**src/rtl/bram_rd_sched.sv**
```systemverilog
// Round-robin scheduler sharing one BRAM read port among NUM_REQ requesters.
// One read in flight at a time, with a watchdog; the result returns only to the requester that issued it.
module bram_rd_sched #(
  parameter int NUM_REQ = 5,
  parameter int ADDR_W  = 32,
  parameter int DATA_W  = 128,
  parameter int TIMEOUT = 1023
) (
  input  logic                      clk,
  input  logic                      rst,
  input  logic [NUM_REQ-1:0]        req_valid,
  input  logic [NUM_REQ*ADDR_W-1:0] req_addr,
  output logic [NUM_REQ-1:0]        req_ready,
  output logic [NUM_REQ-1:0]        rsp_valid,
  input  logic [NUM_REQ-1:0]        rsp_ready,
  output logic [DATA_W-1:0]         rsp_data,
  output logic                      rsp_err,
  output logic                      RD_START,
  output logic [ADDR_W-1:0]         RD_ADDR,
  input  logic [DATA_W-1:0]         RD_DATA,
  input  logic                      RD_DONE,
  output logic                      busy,
  output logic [2:0]                grant_id,
  output logic                      spurious_done
);

  typedef enum logic [1:0] {
    S_IDLE  = 2'd0,
    S_ISSUE = 2'd1,
    S_WAIT  = 2'd2,
    S_RESP  = 2'd3
  } state_t;

  localparam bit          WD_EN   = (TIMEOUT != 0);
  localparam logic [15:0] TO_LAST = WD_EN ? 16'(TIMEOUT - 1) : 16'd0;

  state_t              state_q, state_d;
  logic [2:0]          last_q;
  logic [2:0]          id_q;
  logic [ADDR_W-1:0]   addr_q;
  logic [DATA_W-1:0]   data_q;
  logic                err_q;
  logic [15:0]         cnt_q;
  logic                spur_q;

  logic                pick_vld;
  logic [2:0]          pick_id;
  logic [2:0]          idx;
  logic                wd_fire;
  logic                accept;

  // Search starts just after the last served requester, so the previous winner ranks last.
  always_comb begin
    pick_vld = 1'b0;
    pick_id  = 3'd0;
    idx      = 3'd0;
    for (int k = 1; k <= NUM_REQ; k++) begin
      idx = 3'((int'(last_q) + k) % NUM_REQ);
      if (!pick_vld && req_valid[idx]) begin
        pick_vld = 1'b1;
        pick_id  = idx;
      end
    end
  end

  assign accept  = (state_q == S_IDLE) && pick_vld;
  assign wd_fire = WD_EN && (cnt_q == TO_LAST);

  always_comb begin
    req_ready = '0;
    if (accept) req_ready[pick_id] = 1'b1;
  end

  always_comb begin
    rsp_valid = '0;
    if (state_q == S_RESP) rsp_valid[id_q] = 1'b1;
  end

  always_ff @(posedge clk or negedge rst) begin
    if (!rst) state_q <= S_IDLE;
    else      state_q <= state_d;
  end

  always_comb begin
    state_d = state_q;
    case (state_q)
      S_IDLE:  if (pick_vld) state_d = S_ISSUE;
      S_ISSUE: state_d = S_WAIT;
      S_WAIT:  if (RD_DONE || wd_fire) state_d = S_RESP;
      S_RESP:  if (rsp_ready[id_q]) state_d = S_IDLE;
      default: state_d = S_IDLE;
    endcase
  end

  always_ff @(posedge clk or negedge rst) begin
    if (!rst) begin
      last_q <= 3'(NUM_REQ - 1);
      id_q   <= 3'd0;
      addr_q <= '0;
      data_q <= '0;
      err_q  <= 1'b0;
      cnt_q  <= 16'd0;
    end else begin
      case (state_q)
        S_IDLE: begin
          if (pick_vld) begin
            id_q   <= pick_id;
            addr_q <= req_addr[int'(pick_id)*ADDR_W +: ADDR_W];
          end
        end
        S_ISSUE: cnt_q <= 16'd0;
        S_WAIT: begin
          // Completion takes precedence over a watchdog expiring in the same cycle.
          if (RD_DONE) begin
            data_q <= RD_DATA;
            err_q  <= 1'b0;
          end else if (wd_fire) begin
            data_q <= '0;
            err_q  <= 1'b1;
          end else if (cnt_q != 16'hFFFF) begin
            cnt_q <= cnt_q + 16'd1;
          end
        end
        S_RESP: if (rsp_ready[id_q]) last_q <= id_q;
        default: ;
      endcase
    end
  end

  // Completions outside WAIT (including late ones after an abort) are dropped but remembered.
  always_ff @(posedge clk or negedge rst) begin
    if (!rst)                             spur_q <= 1'b0;
    else if (RD_DONE && state_q != S_WAIT) spur_q <= 1'b1;
  end

  assign rsp_data      = data_q;
  assign rsp_err       = err_q;
  assign RD_START      = (state_q == S_ISSUE);
  assign RD_ADDR       = addr_q;
  assign busy          = (state_q != S_IDLE);
  assign grant_id      = id_q;
  assign spurious_done = spur_q;

endmodule

```
**config.mk**
```make
export PLATFORM = sky130hd
export DESIGN_NAME = bram_rd_sched
export DESIGN_NICKNAME = d
export VERILOG_FILES = /design/src/rtl/bram_rd_sched.sv
export SDC_FILE = /design/constraint.sdc
export NUM_CORES = 1
export LEC_CHECK = 0
export BUFFER_PORTS_ARGS = -buffer_cell sky130_fd_sc_hd__buf_2
export CAP_MARGIN = 20
export CORE_AREA = 2 2 187 189
export CTS_BUF_LIST = sky130_fd_sc_hd__clkbuf_4
export DETAILED_ROUTE_END_ITERATION = 10
export DIE_AREA = 0 0 189 191
export GPL_ROUTABILITY_DRIVEN = 1
export PLACE_DENSITY = 0.51
export SYNTH_ARGS = -nofsm -noshare
export SYNTH_HDL_FRONTEND = slang
export SYNTH_SLANG_ARGS = --single-unit
```
**constraint.sdc**
```tcl
create_clock -name clk -period 6.8 [get_ports clk]
set_input_delay 0.68 -clock clk [delete_from_list [all_inputs] [get_ports clk]]
set_output_delay 0.68 -clock clk [all_outputs]
set_load 0.01 [all_outputs]
```
== Yosys cells after proc, flatten, opt, wreduce, memory -nomap -nowiden ==
Cells that the tools add are included.

* Mux-type cells: 40
* Div/mod/pow operators: 5
* Eq/ne operators: 12
* Order comparisons: 9
* Multipliers: 0
* Shifts and indexed selects: 1
* Bitwise gates (word level): 0
* Reductions and logical operators: 22
* $add $sub $neg: 6

{| class="wikitable"
|+ Operator list
! kind !! count
|-
| 128-bit two-way mux || 2
|-
| 32-bit by 4-bit remainder unit with 32-bit output (second input constant) || 5
|-
| 160-bit by 9-bit indexed part select with 32-bit output || 1
|-
| 16-bit two-way mux || 3
|-
| 16-bit case mux with 2 select lines || 1
|-
| 3-bit by 4-bit less-than comparator with 1-bit output (second input constant) || 7
|-
| 1-bit binary-select mux with 3-bit select || 6
|-
| 16-bit by 1-bit adder with 16-bit output (second input constant) || 1
|-
| 16-bit by 10-bit equality test with 1-bit output (second input constant) || 1
|-
| 16-bit inequality test (second input constant) || 1
|-
| 1-bit two-way mux || 15
|-
| 3-bit two-way mux || 5
|-
| 2-bit inequality test (second input constant) || 6
|-
| 5-bit two-way mux || 2
|-
| 3-bit by 2-bit adder with 4-bit output (second input constant) || 2
|-
| 3-bit by 3-bit adder with 4-bit output (second input constant) || 2
|-
| 1-bit logical AND || 8
|-
| 2-bit case mux with 4 select lines || 1
|-
| 1-bit demux with 3-bit select || 2
|-
| 3-bit by 1-bit greater-or-equal comparator with 1-bit output (second input constant) || 2
|-
| 2-bit two-way mux || 3
|-
| 2-bit AND reduction || 3
|-
| 2-bit nonzero test || 3
|-
| 3-bit by 1-bit adder with 4-bit output (second input constant) || 1
|-
| 8 further kinds || 12
|}

* Memories: 0
* Latch bits: 0
* Word-level logic and storage cells: 103
* Memory bits (read-only): 0
* RAM bits: 0
* Register bits: 186

== Longest topological paths before layout ==
* Word-level depth: 22
* Gate-level depth with buffers: 24
* Mapped depth without buffers: 18

== Worst setup path before layout ==
OpenSTA, ideal clock, no wires.

* Path kind: register to output
* Start point: register last_q[0]
* End point: output req_ready[0]
* Path slack: 0.837 ns
* Stages on the path, launching flop included: 22
* Data required time: 6.120 ns
* Buffers on the path: 5
* Data arrival time: 5.283 ns
* Cell sequence: dfrtp_1 buf_4 buf_2 clkinv_1 ha_1 buf_2 buf_2 nor3b_1 a22oi_1 and2_1 ha_1 nor2b_1 a2111oi_1 a211oi_2 or3_1 a32oi_1 or3b_1 nor3_1 mux2_2 or2b_1 buf_2 nor2_1

* Longest elaborated chain between the ends: 22
* Elaborated cells between the ends (all ways): 45
* Classes of those cells: add/sub: 5; div: 5; order compare: 2; mux: 23; reduce/logical: 10

{| class="wikitable"
|+ RTL lines
! item !! RTL line !! RTL
|-
| start: declaration || 38 || <nowiki>logic [2:0] last_q;</nowiki>
|-
| start signal: assignment || 97 || <nowiki>last_q <= 3'(NUM_REQ - 1);</nowiki>
|-
| start signal: assignment || 124 || <nowiki>S_RESP: if (rsp_ready[id_q]) last_q <= id_q;</nowiki>
|-
| 3-bit by 1-bit adder with 4-bit output || 58 || <nowiki>idx = 3'((int'(last_q) + k) % NUM_REQ);</nowiki>
|-
| 32-bit by 4-bit remainder unit with 32-bit output || 58 ||
|-
| 1-bit binary-select mux with 3-bit select || 59 || <nowiki>if (!pick_vld && req_valid[idx]) begin</nowiki>
|-
| 1-bit two-way mux (not written as such) || 59 ||
|-
| 1-bit two-way mux || 59 ||
|-
| 1-bit zero test || 59 ||
|-
| 1-bit logical AND || 59 ||
|-
| 1-bit two-way mux || 59 ||
|-
| (+6 left out) || -- ||
|-
| 1-bit zero test || 59 ||
|-
| 1-bit logical AND || 59 ||
|-
| 3-bit two-way mux || 59 ||
|-
| 3-bit by 4-bit less-than comparator with 1-bit output (not written as such) / 3-bit by 1-bit greater-or-equal comparator with 1-bit output (equally long branches) || 71 || <nowiki>if (accept) req_ready[pick_id] = 1'b1;</nowiki>
|-
| 1-bit logical AND (not written as such) || 71 ||
|-
| 1-bit two-way mux (not written as such) || 71 ||
|-
| 1-bit demux with 3-bit select || 71 ||
|-
| 5-bit two-way mux (*) || 71 ||
|-
| end: declaration || 13 || <nowiki>output logic [NUM_REQ-1:0] req_ready,</nowiki>
|}

Every way passes the cells marked *; elsewhere a longest branch is shown, timed or not. The select of a mux whose other input is x is not followed.

== Worst setup path in the final report ==
* Start point: register last_q[1]
* End point: output req_ready[3]

Same word-level chain as after synthesis.

==> impl_metrics.csv <==
group,metric,value,unit
run_status,status,"complete, no violations",
logic_synthesis,synth_ff_type,"dfrtp_1",
clocking,cts.path.max_buffers,2,
pwr,internal_power,0.00451,W
sta,setup-tns-final,0,ps
pwr,switching_share,49.9,%
sta,drv_slew,0,
pwr,p_seq_share,21.1,%
routing,ant_nets,0,
clocking,cts_htree_levels,4,
grt,antenna_found_initial,24,
logic_synthesis,synth_edf_count,0,
layout,final_cell_mix,"476 x buf_2, 184 x dfrtp_1, 129 x a22o_1",
critical_path,startpoint_type,"flop",
logic_synthesis,ys_seq_area_share,45.9,%
logic_synthesis,syn_inst,948,
sta,slew_headroom,29.3,%
layout,nets,1732,
pwr,p_per_area,678,mW/mm²
clocking,clk_pin_slew,170,ps
logic_synthesis,ys_async_sr_fraction,100,%
pwr,clockPowerShare,6.9,%
logic_synthesis,synth-seq-cells,186,
sta,min_period_over_period,94.3,%
logic_synthesis,syn_area_per_cell,10.7,µm²
clocking,cts_buffers,17,
routing,num_vias,9517,
critical_path,cp.required,6120,ps
routing,drtIter0Drc,549,
critical_path,cp-end-kind,"output port",
critical_path,cp_max_fo,10,
flow_run,drv_cap,0,
critical_path,cp_top_family,"simple AND/OR/NAND/NOR gates",
floorplan,core,0.0341,mm²
critical_path,crit_chain,"clkinv_1 -> buf_4 -> ha_1 -> xor2_2 -> a311oi_2 -> a21oi_2 -> ha_1 -> nor2b_1 -> and4_1 -> a211o_1 -> o211ai_1 -> and3_1 -> o211ai_2 -> or2_1 -> or4_1 -> and2_2 -> nand2_1 -> nor2_1 -> buf_2",
logic_synthesis,synthesis.area,0.0101,mm²
clocking,clkSinkCount,186,
sta,finalHoldViolations,0,
worst_hold_path,holdCritPathClass,"in2reg",
pwr,fin_total_pwr,0.00900,W
sta,grt_setup_unrepaired,"false",
sta,fin_ws,386,ps
pwr,combinationalPowerShare,72.0,%
routing,drc,0,
routing,dr.pass1.iters,5,
floorplan,initial_utilization,29.7,%
logic_synthesis,yosysWarnings,0,
sta,fmaxAchievable,156,MHz
logic_synthesis,synth_cell_types,87,
critical_path,cpPeakStageDelay,640,ps
critical_path,cpMostUsedCell,"ha_1",
clocking,cts_tree,"done",
placement,port_buffers,477,
pwr,netSwitchingPower,0.00449,W
clocking,clock_latency,610,ps
grt,grt_use_total,20.3,%
critical_path,critPathKind,"reg2out",
critical_path,slowest_stage,"or4_1",
layout,area_growth,30.8,%
sta,setup_viol_count_final,0,
sta,fin_skew,21.4,ps
placement,globalplace.congestion,0.872,
floorplan,dieArea,0.0361,mm²
floorplan,rows,68,
sta,period_needed,6410,ps
sta,worstMarginPinSlew,1060,ps
grt,grt_pass1_vias,9029,
layout,drive_above_1_share,40.2,%
floorplan,die_y,191,µm
grt,grt_max_degree,96,
floorplan,fp.dieW,189,µm
grt,overflow,0,
layout,final_common_cell,"buf_2",
clocking,cts-root-buf,"clkbuf_4",
placement,dp_hpwl,29400,µm
placement,dp_slack,466,ps
grt,grt_pass1_wl,55200,µm
critical_path,cp.buffers_inverters,3,
floorplan,num_io_pins,478,
pwr,peakVddDrop,0.000686,V
routing,wl,38800,µm
routing,wire_per_inst,20.6,µm
pwr,power_leakage,6.53,nW
routing,post_drt_via_cell_ratio,5.06,
critical_path,arrival,5730,ps
logic_synthesis,synth_fp_nets,1279,
==> routing by layer <==
| metal | global-route usage (%) | vias up | part of all wire (%) |
|---|---|---|---|
| met5 | 0 | - | 0.28 |
| met4 | 7.78 | 20 | 3.0 |
| met3 | 6.92 | 73 | 8.5 |
| met2 | 33.8 | 381 | 50 |
| met1 | 24.2 | 4549 | 39 |
| li1 | - | 4494 | - |
==> final cells by class <==
cell class / instances / area (µm²)
fillers: 3500 / 20800
repair buffers: 500 / 2590
clock buffers: 17 / 128
flip-flops and latches: 186 / 4660
diodes: 14 / 35.0
clock inverters: 14 / 138
multi-input cells: 667 / 5040
well taps: 455 / 569
inverters: 29 / 111
==> registers in the layout (all words and copies together), names as in the netlist <==
signal	count
RD_ADDR	32
spurious_done	1
rsp_err	1
last_q	3
grant_id	3
cnt_q	16
state_q	2
rsp_data	128
==> final timing paths <==
check	to	cells past startpoint	slack, ps	startpoint
min reg2reg	spurious_done	1	490	spurious_done
max in group asynchronous	rsp_data[16]	3	4840	rst
max	req_ready[3]	19	390	last_q[1]
min in group asynchronous	grant_id[2]	2	600	rst
max reg2reg	RD_ADDR[25]	20	1020	last_q[0]
min	rsp_data[23]	2	270	RD_DATA[23]
==> cells by family (layout without fill, tap and decap cells) <==
group / count (synthesis) / in the layout / share of synthesized area (%)
xor+xnor: 19 / 19 / 2.08
mux: 79 / 80 / 7.91
simple gates: 185 / 185 / 9.29
compound gates: 353 / 353 / 26.0
other cells: 0 / 14 / 0
flops: 186 / 186 / 45.9
buf+inv: 96 / 560 / 5.08
fa+ha+maj: 30 / 30 / 3.70
==> synthesized netlist by cell type, types with 4 or more instances <==
library cell | n | share of area, %
a21oi_1 | 28 | 1.4
buf_2 | 8 | 0.39
nor2_1 | 34 | 1.3
o21ai_1 | 40 | 2.0
nand2b_1 | 6 | 0.37
a21oi_2 | 5 | 0.43
and3_1 | 5 | 0.31
o22a_1 | 33 | 2.8
xor2_1 | 7 | 0.60
nor4b_1 | 4 | 0.35
clkbuf_1 | 42 | 1.6
a21o_1 | 4 | 0.30
nand2_1 | 61 | 2.3
o211ai_1 | 7 | 0.52
mux2i_1 | 73 | 7.2
o21ai_0 | 49 | 2.4
and2_1 | 6 | 0.37
or3_1 | 8 | 0.49
buf_12 | 4 | 0.79
ha_1 | 30 | 3.7
o22ai_1 | 4 | 0.25
buf_6 | 8 | 0.89
a22o_1 | 129 | 11
nor2b_1 | 6 | 0.37
a211oi_1 | 6 | 0.44
nor3_1 | 10 | 0.49
xnor2_1 | 9 | 0.78
inv_1 | 26 | 0.96
nor3b_1 | 4 | 0.30
nand4_1 | 6 | 0.37
nand3_1 | 15 | 0.74
mux2_2 | 5 | 0.55
or4_1 | 4 | 0.30
dfrtp_1 | 185 | 46
==> power groups by stage <==
stage / logic [W] / registers [W] / clock network (W)
2_1_floorplan: 0.00471 / 0.00211 / 0
3_3_place_gp: 0.00632 / 0.00192 / 0
3_5_place_dp: 0.00635 / 0.00191 / 0
4_1_cts: 0.00636 / 0.00191 / 0.000653
5_1_grt: 0.00702 / 0.00197 / 0.000702
6_report: 0.00648 / 0.00190 / 0.000623
==> worst register-to-register path, delay by kind of cell, from the launching register on <==
| kind | cells | cell delay, ps |
|---|---|---|
| adder cells (fa/ha/maj) | 3 | 750 |
| buffers and inverters | 3 | 710 |
| flip-flops | 1 | 410 |
| AND/OR/NAND/NOR | 5 | 1290 |
| multiplexers | 1 | 490 |
| AO/OA/AOI/OAI | 8 | 2060 |
==> per-stage QoR <==
| stage | instances | util [%] | hold slack [ps] | area [µm²] |
|---|---|---|---|---|
| 6_report | 1882 | 38.9 | 266 | 13300 |
| 4_1_cts | 1861 | 38.5 | 0.333 | 13100 |
| 2_1_floorplan | 948 | - | 384 | 10100 |
| 3_5_place_dp | 1829 | 37.7 | 456 | 12900 |
| 3_3_place_gp | 1829 | 37.7 | 451 | 12900 |
| 5_1_grt | 1874 | 38.8 | 181 | 13200 |
==> repair_timing <==
action | CTS | global route
resized for setup | 2 | 8
pin swaps | 0 | 0
gates cloned | 0 | 1
endpoints found under the hold margin | 0 | 2
endpoints found under the setup margin | 3 | 5
hold buffers | 0 | 1
setup buffers | 1 | 5
Note: power is estimated with default switching activity, not from simulation.
